## config.mk

```make
export PLATFORM = sky130hd
export DESIGN_NAME = output_byte_mux
export DESIGN_NICKNAME = d
export VERILOG_FILES = /design/src/rtl/output_byte_mux.sv
export SDC_FILE = /design/constraint.sdc
export NUM_CORES = 1
export LEC_CHECK = 0
export CORE_AREA = 2 2 166 168
export CTS_BUF_LIST = sky130_fd_sc_hd__clkbuf_8
export CTS_CLUSTER_SIZE = 24
export DETAILED_ROUTE_END_ITERATION = 8
export DIE_AREA = 0 0 168 170
export PLACE_DENSITY = 0.85
export SETUP_SLACK_MARGIN = 0.4
export SLEW_MARGIN = 0
export SYNTH_ARGS = -nofsm -noshare
export SYNTH_HDL_FRONTEND = slang
export SYNTH_SLANG_ARGS = --single-unit
```

## constraint.sdc

```tcl
create_clock -name i_out_mux_clk -period 2.9 [get_ports i_out_mux_clk]
set_input_delay 0.29 -clock i_out_mux_clk [delete_from_list [all_inputs] [get_ports i_out_mux_clk]]
set_output_delay 0.29 -clock i_out_mux_clk [all_outputs]
set_load 0.01 [all_outputs]
```

## src/rtl/output_byte_mux.sv

```systemverilog
// Streams each memory line out as W-bit beats with valid/ready handshaking, then
// pulses the active-low read advance once per beat so the memory steps to the next line.
module output_byte_mux #(
  parameter int ADC_MAX_DATA_SIZE = 16,
  parameter int BRAM_WORD_NUM     = 16
) (
  input  logic                                   i_out_mux_clk,
  input  logic                                   i_out_mux_reset_n,
  input  logic [ADC_MAX_DATA_SIZE*BRAM_WORD_NUM-1:0] i_out_mux_rd_data,
  output logic                                   o_out_mux_rd_en_n,
  input  logic                                   i_out_mux_start,
  input  logic                                   i_out_mux_abort,
  input  logic [12:0]                            i_out_mux_line_count,
  output logic [ADC_MAX_DATA_SIZE/2-1:0]         o_out_mux_data,
  output logic                                   o_out_mux_valid,
  input  logic                                   i_out_mux_ready,
  output logic                                   o_out_mux_busy,
  output logic                                   o_out_mux_done
);

  localparam int W  = ADC_MAX_DATA_SIZE / 2;
  localparam int NB = 2 * BRAM_WORD_NUM;
  localparam int LW = ADC_MAX_DATA_SIZE * BRAM_WORD_NUM;
  localparam int BW = $clog2(NB);
  localparam logic [BW-1:0] LAST = BW'(NB - 1);

  typedef enum logic [2:0] {
    IDLE, FETCH1, FETCH2, CAPTURE, SEND, ADVANCE, DONE
  } state_t;

  state_t          state_q, state_d;
  logic [12:0]     remaining_q, remaining_d;
  logic [LW-1:0]   line_q, line_d;
  logic [BW-1:0]   beat_q, beat_d;
  logic [BW-1:0]   adv_q, adv_d;
  logic [W-1:0]    data_q, data_d;
  logic            valid_q, valid_d;
  logic            rd_en_n_q, rd_en_n_d;
  logic            busy_q, busy_d;
  logic            done_q, done_d;

  always_ff @(posedge i_out_mux_clk or negedge i_out_mux_reset_n) begin
    if (!i_out_mux_reset_n) begin
      state_q     <= IDLE;
      remaining_q <= '0;
      line_q      <= '0;
      beat_q      <= '0;
      adv_q       <= '0;
      data_q      <= '0;
      valid_q     <= 1'b0;
      rd_en_n_q   <= 1'b1;
      busy_q      <= 1'b0;
      done_q      <= 1'b0;
    end else begin
      state_q     <= state_d;
      remaining_q <= remaining_d;
      line_q      <= line_d;
      beat_q      <= beat_d;
      adv_q       <= adv_d;
      data_q      <= data_d;
      valid_q     <= valid_d;
      rd_en_n_q   <= rd_en_n_d;
      busy_q      <= busy_d;
      done_q      <= done_d;
    end
  end

  always_comb begin
    state_d     = state_q;
    remaining_d = remaining_q;
    line_d      = line_q;
    beat_d      = beat_q;
    adv_d       = adv_q;
    data_d      = data_q;
    valid_d     = valid_q;
    rd_en_n_d   = rd_en_n_q;
    done_d      = 1'b0;

    case (state_q)
      IDLE: begin
        if (i_out_mux_start) begin
          remaining_d = i_out_mux_line_count;
          if (i_out_mux_line_count == 13'd0) begin
            state_d = DONE;
            done_d  = 1'b1;
          end else begin
            state_d = FETCH1;
          end
        end
      end
      FETCH1:  state_d = FETCH2;
      FETCH2:  state_d = CAPTURE;
      CAPTURE: begin
        line_d      = i_out_mux_rd_data;
        beat_d      = '0;
        remaining_d = remaining_q - 13'd1;
        data_d      = i_out_mux_rd_data[W-1:0];
        valid_d     = 1'b1;
        state_d     = SEND;
      end
      SEND: begin
        if (valid_q && i_out_mux_ready) begin
          if (beat_q == LAST) begin
            valid_d   = 1'b0;
            rd_en_n_d = 1'b0;
            adv_d     = '0;
            state_d   = ADVANCE;
          end else begin
            // The line register shifts down so the next beat is always in bits [2W-1:W].
            beat_d = beat_q + BW'(1);
            line_d = line_q >> W;
            data_d = line_q[2*W-1:W];
          end
        end
      end
      ADVANCE: begin
        if (adv_q == LAST) begin
          rd_en_n_d = 1'b1;
          if (remaining_q != 13'd0) begin
            state_d = FETCH1;
          end else begin
            state_d = DONE;
            done_d  = 1'b1;
          end
        end else begin
          adv_d = adv_q + BW'(1);
        end
      end
      DONE:    state_d = IDLE;
      default: state_d = IDLE;
    endcase

    if (i_out_mux_abort && (state_q != IDLE)) begin
      state_d   = IDLE;
      valid_d   = 1'b0;
      rd_en_n_d = 1'b1;
      done_d    = 1'b0;
    end

    busy_d = (state_d != IDLE);
  end

  assign o_out_mux_rd_en_n = rd_en_n_q;
  assign o_out_mux_data    = data_q;
  assign o_out_mux_valid   = valid_q;
  assign o_out_mux_busy    = busy_q;
  assign o_out_mux_done    = done_q;

endmodule

```

Yosys cells after proc, flatten, opt, wreduce, memory -nomap -nowiden
Cells that the tools add are included.
Cells by class
  add/subtract/negate cells: 3
  equal/unequal tests: 15
  muxes and demuxes: 36
  reductions and logical operators: 17
Operator list (number)
  two-way mux 256 bit: 2
  one-hot mux 256 bit (2 select lines): 1
  one-hot mux 13 bit (2 select lines): 1
  two-way mux 5 bit: 5
  two-way mux 3 bit: 7
  one-hot mux 5 bit (2 select lines): 2
  one-hot mux 3 bit (6 select lines): 1
  two-way mux 8 bit: 2
  one-hot mux 8 bit (2 select lines): 1
  zero test 13 bit: 1
  two-way mux 13 bit: 1
  nonzero test 13 bit: 1
  subtractor 13 x 1 -> 13 bit (second input constant): 1
  nonzero test 3 bit: 4
  adder 5 x 1 -> 5 bit (second input constant): 2
  == test 5 bit (second input constant): 2
  two-way mux 1 bit: 10
  inequality test 2 bit (second input constant): 5
  inequality test 3 bit (second input constant): 3
  AND reduction 4 bit: 2
  == test 3 x 2 -> 1 bit (second input constant): 2
  == test 3 bit (second input constant): 2
  one-hot mux 1 bit (2 select lines): 3
  AND reduction 3 bit: 2
  5 further kinds: 8
Word-level totals
  register bits after elaboration: 294
  input bits: 274
  output and inout port bits: 12
  logic and storage cells: 81

Longest topological paths before layout
  depth in word-level cells: 6
  gate-level depth with buffers: 10
  depth with buffers taken out: 8

Least setup slack after synthesis
Ideal clock, no wire load.
  path type: reg-to-reg
  from: register beat_q[0]
  to: register line_q[129]
  library setup time: 0.130 ns
  arrival: 1.932 ns
  required time: 2.770 ns
  slack: 0.839 ns
  stages on the path, launching flop included: 10
  path buffers: 3
  period minus slack after synthesis: 2.061 ns
  cells stage by stage: dfrtp_1 ha_1 and3_1 ha_1 nor3_4 or2_2 buf_4 buf_2 buf_2 a31oi_1
Between the ends
  cells in the longest elaborated chain, start to end: 3
Ends and longest elaborated chain
  start: declaration: line 34  | logic [BW-1:0] beat_q, beat_d;
  start signal: assignment: line 58  | beat_q <= beat_d;
  == test 5 bit: line 103  | if (beat_q == LAST) begin
  inequality test 2 bit (no line)
  AND reduction 3 bit (no line)
  end signal: assignment: line 57  | line_q <= line_d;
  end: declaration: line 33  | logic [LW-1:0] line_q, line_d;
Every way passes these cells.
A chain may end at the register's enable or synchronous reset.

Worst setup path after layout
  from: register beat_q[0]
  to: register line_q[62]
Same word-level chain as after synthesis.

==> load_flow_metrics.sql <==
INSERT INTO impl_metrics (metric_group, metric, value, unit) VALUES
('worst_hold_path', 'classification_of_the_worst_slack_hold_path', 'in2reg', ''),
('finish', 'multiInputGateArea', '0.00535', 'mm^2'),
('routing', 'drt-initial-drc-count', '1116', ''),
('logic_synthesis', 'synth_edf_count', '0', ''),
('logic_synthesis', 'yosysWarningCount', '0', ''),
('logic_synthesis', 'synth_top_area_cell', 'sky130_fd_sc_hd__dfrtp_1', ''),
('grt', 'grt_start_max_net_pins', '250', ''),
('power', 'pwr-share-seq', '46.3', '%'),
('power', 'internal_power', '0.00994', 'W'),
('worst_setup_path', 'critical_path_arrival', '2.79', 'ns'),
('routing', 'drc_violations', '0', ''),
('cts', 'numClockSinks', '286', ''),
('timing', 'timing.final.max_slew_violations', '0', ''),
('floorplanning', 'floorplan.die.height', '170', 'um'),
('timing', 'worst_pin_slew', '1.25', 'ns'),
('timing', 'finClkSkew', '0.0157', 'ns'),
('worst_setup_path', 'worst_setup_path_start_kind', 'flop', ''),
('power', 'power_frac_comb', '33.2', '%'),
('power', 'clockPowerShare', '20.5', '%'),
('finish', 'layout.filler_cells', '2131', ''),
('logic_synthesis', 'netlist_top_cells_area', 'sky130_fd_sc_hd__dfrtp_1 (54%), sky130_fd_sc_hd__nand2_1 (15%), sky130_fd_sc_hd__a31oi_1 (12%), sky130_fd_sc_hd__nor2_1 (7.5%), sky130_fd_sc_hd__clkbuf_1 (1.7%)', ''),
('routing', 'route.vias.total', '11975', ''),
('timing', 'setup_viol', '0', ''),
('floorplanning', 'die-area', '0.0286', 'mm^2'),
('power', 'highest_ir_drop_seen_on_vdd', '0.437', 'mV'),
('worst_setup_path', 'timing.critical_path.fanout_max', '83', ''),
('timing', 'slew-limit-headroom', '16.4', '%'),
('placement', 'gp_congestion', '0.849', ''),
('finish', 'areaGrowthSynthToFinish', '29.1', '%'),
('power', 'switching_power', '0.00553', 'W'),
('grt', 'global_route.usage.total', '24.2', '%'),
('routing', 'vias_per_cell', '5.48', ''),
('logic_synthesis', 'synth-seq-cells', '286', ''),
('power', 'p_sw_share', '35.8', '%'),
('finish', 'drive_gt1_share', '4.99', '%'),
('timing', 'tightest_hold_margin', '0.308', 'ns'),
('logic_synthesis', 'synth_top_area_share', '54.2', '%'),
('timing', 'finalSetupTns', '0', 'ns'),
('routing', 'routed_wl', '34700', 'um'),
('placement', 'dp_hpwl', '23500', 'um'),
('grt', 'first_global_vias', '11419', ''),
('cts', 'clkLatencyLatePin', '0.54', 'ns'),
('grt', 'grt_first_pass_wirelength', '56500', 'um'),
('floorplanning', 'fp-row-count', '60', ''),
('cts', 'clock-root-buffer', 'sky130_fd_sc_hd__clkbuf_8', ''),
('grt', 'globalRoute.totalOverflow', '0', ''),
('cts', 'cts_max_level', '2', ''),
('floorplanning', 'design.portCount', '286', ''),
('worst_setup_path', 'critical_path.endpoint_type', 'flop', ''),
('routing', 'wire_per_inst', '15.9', 'um'),
('grt', 'antenna_found_initial', '3', ''),
('routing', 'drt.antenna.violating_nets', '0', ''),
('logic_synthesis', 'syn-mean-instance-area', '8.31', 'um^2'),
('timing', 'timing.final.hold_violations', '0', ''),
('power', 'power_leakage', '7.27', 'nW'),
('cts', 'number_of_setup_buffers_added_after_cts', '0', ''),
('floorplanning', 'fp.coreArea', '0.0267', 'mm^2'),
('logic_synthesis', 'yosys.cell_types.count', '46', ''),
('worst_setup_path', 'crit_required', '3.34', 'ns'),
('cts', 'path_clk_slew', '0.06', 'ns'),
('timing', 'rsz0062_at_grt', 'no', ''),
('status', 'status', 'finished clean', ''),
('placement', 'place.port_buffers', '285', ''),
('finish', 'finish.cell_count_without_fillers', '2185', ''),
('cts', 'cts_tree', 'built', ''),
('finish', 'area_of_all_sequential_standard_cells', '0.00716', 'mm^2'),
('worst_setup_path', 'critPathKind', 'reg2reg', ''),
('logic_synthesis', 'dominant_register_cell_in_the_synthesized_netlist', 'sky130_fd_sc_hd__dfrtp_1', ''),
('cts', 'clock_tree.buffer_depth', '3', ''),
('finish', 'finish.net_count', '2094', ''),
('placement', 'placed_cells_incl_taps', '2107', '');
## logic make-up after synthesis
kind of cell             synth area share, %
XOR/XNOR                               0.200
buffers and inverters                   5.00
flip-flops                              54.4
AND/OR/NAND/NOR                         25.4
multiplexers                           0.171
adder cells (fa/ha/maj)                0.475
AO/OA/AOI/OAI                           14.3
## state kept, by name, indices dropped and copies added, names as in the netlist
signal / count
o_out_mux_done: 1
o_out_mux_rd_en_n: 1
state_q: 3
o_out_mux_busy: 1
adv_q: 5
line_q: 256
beat_q: 5
o_out_mux_valid: 1
remaining_q: 13
## power by group through the flow
stage	logic [W]	registers, W	clock network [W]
after floorplan	0.00390	0.00682	0
after global placement	0.00488	0.00709	0
after detailed placement	0.00513	0.00721	0
after CTS	0.00515	0.00716	0.00324
after global routing	0.00588	0.00740	0.00344
final	0.00513	0.00716	0.00318
## synth_stat cells, types with 2 or more instances
cell and number:
sky130_fd_sc_hd__buf_4 28, sky130_fd_sc_hd__nand2b_1 4, sky130_fd_sc_hd__o221a_2 2, sky130_fd_sc_hd__nand3_1 10, sky130_fd_sc_hd__or2_2 2, sky130_fd_sc_hd__o21ai_0 20, sky130_fd_sc_hd__o31ai_1 2, sky130_fd_sc_hd__and3_1 3
sky130_fd_sc_hd__a21oi_1 9, sky130_fd_sc_hd__dfrtp_1 285, sky130_fd_sc_hd__buf_2 37, sky130_fd_sc_hd__nor3_1 7, sky130_fd_sc_hd__mux2_2 2, sky130_fd_sc_hd__a21o_1 2, sky130_fd_sc_hd__ha_1 5, sky130_fd_sc_hd__nand2_1 538
sky130_fd_sc_hd__nor2_1 264, sky130_fd_sc_hd__o22ai_1 2, sky130_fd_sc_hd__and2_1 2, sky130_fd_sc_hd__a221o_1 2, sky130_fd_sc_hd__nor4_1 6, sky130_fd_sc_hd__clkbuf_1 60, sky130_fd_sc_hd__o211ai_1 2, sky130_fd_sc_hd__inv_1 6
sky130_fd_sc_hd__or3_1 2, sky130_fd_sc_hd__xor2_1 3, sky130_fd_sc_hd__a22o_1 3, sky130_fd_sc_hd__or3b_1 2, sky130_fd_sc_hd__nand4_1 3, sky130_fd_sc_hd__nor2b_1 3, sky130_fd_sc_hd__nor3b_1 2, sky130_fd_sc_hd__a31oi_1 251
## layer usage
layer | vias to the layer above | GRT usage (%) | wire length [um]
met1 | 5687 | 31.5 | 14300
met3 | 68 | 5.44 | 2610
met5 | - | 0 | 30
met4 | 4 | 7.37 | 782
met2 | 436 | 40.8 | 17000
li1 | 5780 | - | -
## layout by cell type (no fill, tap or decap), drive strengths merged, types with 2 or more instances in the layout
| cell type | Yosys | final |
|---|---|---|
| nor3b | 2 | 2 |
| or2 | 2 | 2 |
| o31ai | 2 | 2 |
| nor2 | 264 | 264 |
| o22ai | 2 | 2 |
| or3b | 2 | 2 |
| xor2 | 3 | 3 |
| and2 | 2 | 2 |
| o211ai | 2 | 2 |
| nand4 | 3 | 3 |
| o21ai | 20 | 20 |
| nor3 | 8 | 8 |
| inv | 6 | 27 |
| clkdlybuf4s50 | 0 | 284 |
| nor2b | 3 | 3 |
| a31oi | 251 | 251 |
| ha | 5 | 5 |
| a22o | 3 | 3 |
| and3 | 3 | 3 |
| nand2b | 4 | 4 |
| a21o | 2 | 2 |
| buf | 67 | 26 |
| nand3 | 10 | 10 |
| a21oi | 9 | 9 |
| clkbuf | 60 | 54 |
| mux2 | 2 | 2 |
| o221a | 2 | 2 |
| a221o | 2 | 2 |
| nor4 | 6 | 6 |
| nand2 | 538 | 538 |
| dfrtp | 285 | 285 |
| or3 | 2 | 2 |
## path summary, 6_finish.rpt
kind	to	slack (ns)	start	depth (start not counted)
worst max-delay path	line_q[62]	0.55	beat_q[0]	9
worst min-delay path	line_q[133]	0.31	i_out_mux_rd_data[133]	3
worst max register to register	line_q[62]	0.55	beat_q[0]	9
worst min register to register	beat_q[4]	0.48	beat_q[4]	2
max in group asynchronous	o_out_mux_rd_en_n	1.72	i_out_mux_reset_n	3
min in group asynchronous	line_q[105]	0.32	i_out_mux_reset_n	2
## worst max-delay path, stage by stage (launching register included)
cell and delay, ns:
sky130_fd_sc_hd__dfrtp_1 0.40, sky130_fd_sc_hd__ha_1 0.22, sky130_fd_sc_hd__and3_1 0.18, sky130_fd_sc_hd__ha_1 0.23
sky130_fd_sc_hd__nor3_4 0.20, sky130_fd_sc_hd__or2_4 0.17, sky130_fd_sc_hd__buf_12 0.21, sky130_fd_sc_hd__buf_16 0.29
sky130_fd_sc_hd__nor2_1 0.09, sky130_fd_sc_hd__a31oi_1 0.20
## per-stage QoR
stage | utilization (%) | setup WS (ns) | cell area [um^2] | power (W)
6_report | 63.7 | 0.546 | 17000 | 0.0155
5_1_grt | 63.7 | 0.405 | 17000 | 0.0167
4_1_cts | 63.7 | 0.562 | 17000 | 0.0156
3_5_place_dp | 60.5 | 0.581 | 16100 | 0.0123
3_3_place_gp | 60.5 | 0.693 | 16100 | 0.0120
2_1_floorplan | - | 0.839 | 13200 | 0.0107
## repair_timing
action | 4_1_cts | 5_1_grt
resized for setup | 0 | 2
setup endpoints to repair | 0 | 2
endpoints found under the hold margin | 73 | 0
hold buffers | 1 | 0
## cell type report
type / count / share of cell area (%)
sequential: 286 / 42.1
multi-input combinational: 1164 / 31.5
inverter: 6 / 0.133
clock buffer: 54 / 4.38
tap: 341 / 2.51
antenna: 1 / 0.0147
timing repair buffer: 311 / 18.8
clock inverter: 22 / 0.508
(Power assumes the default switching activity.)
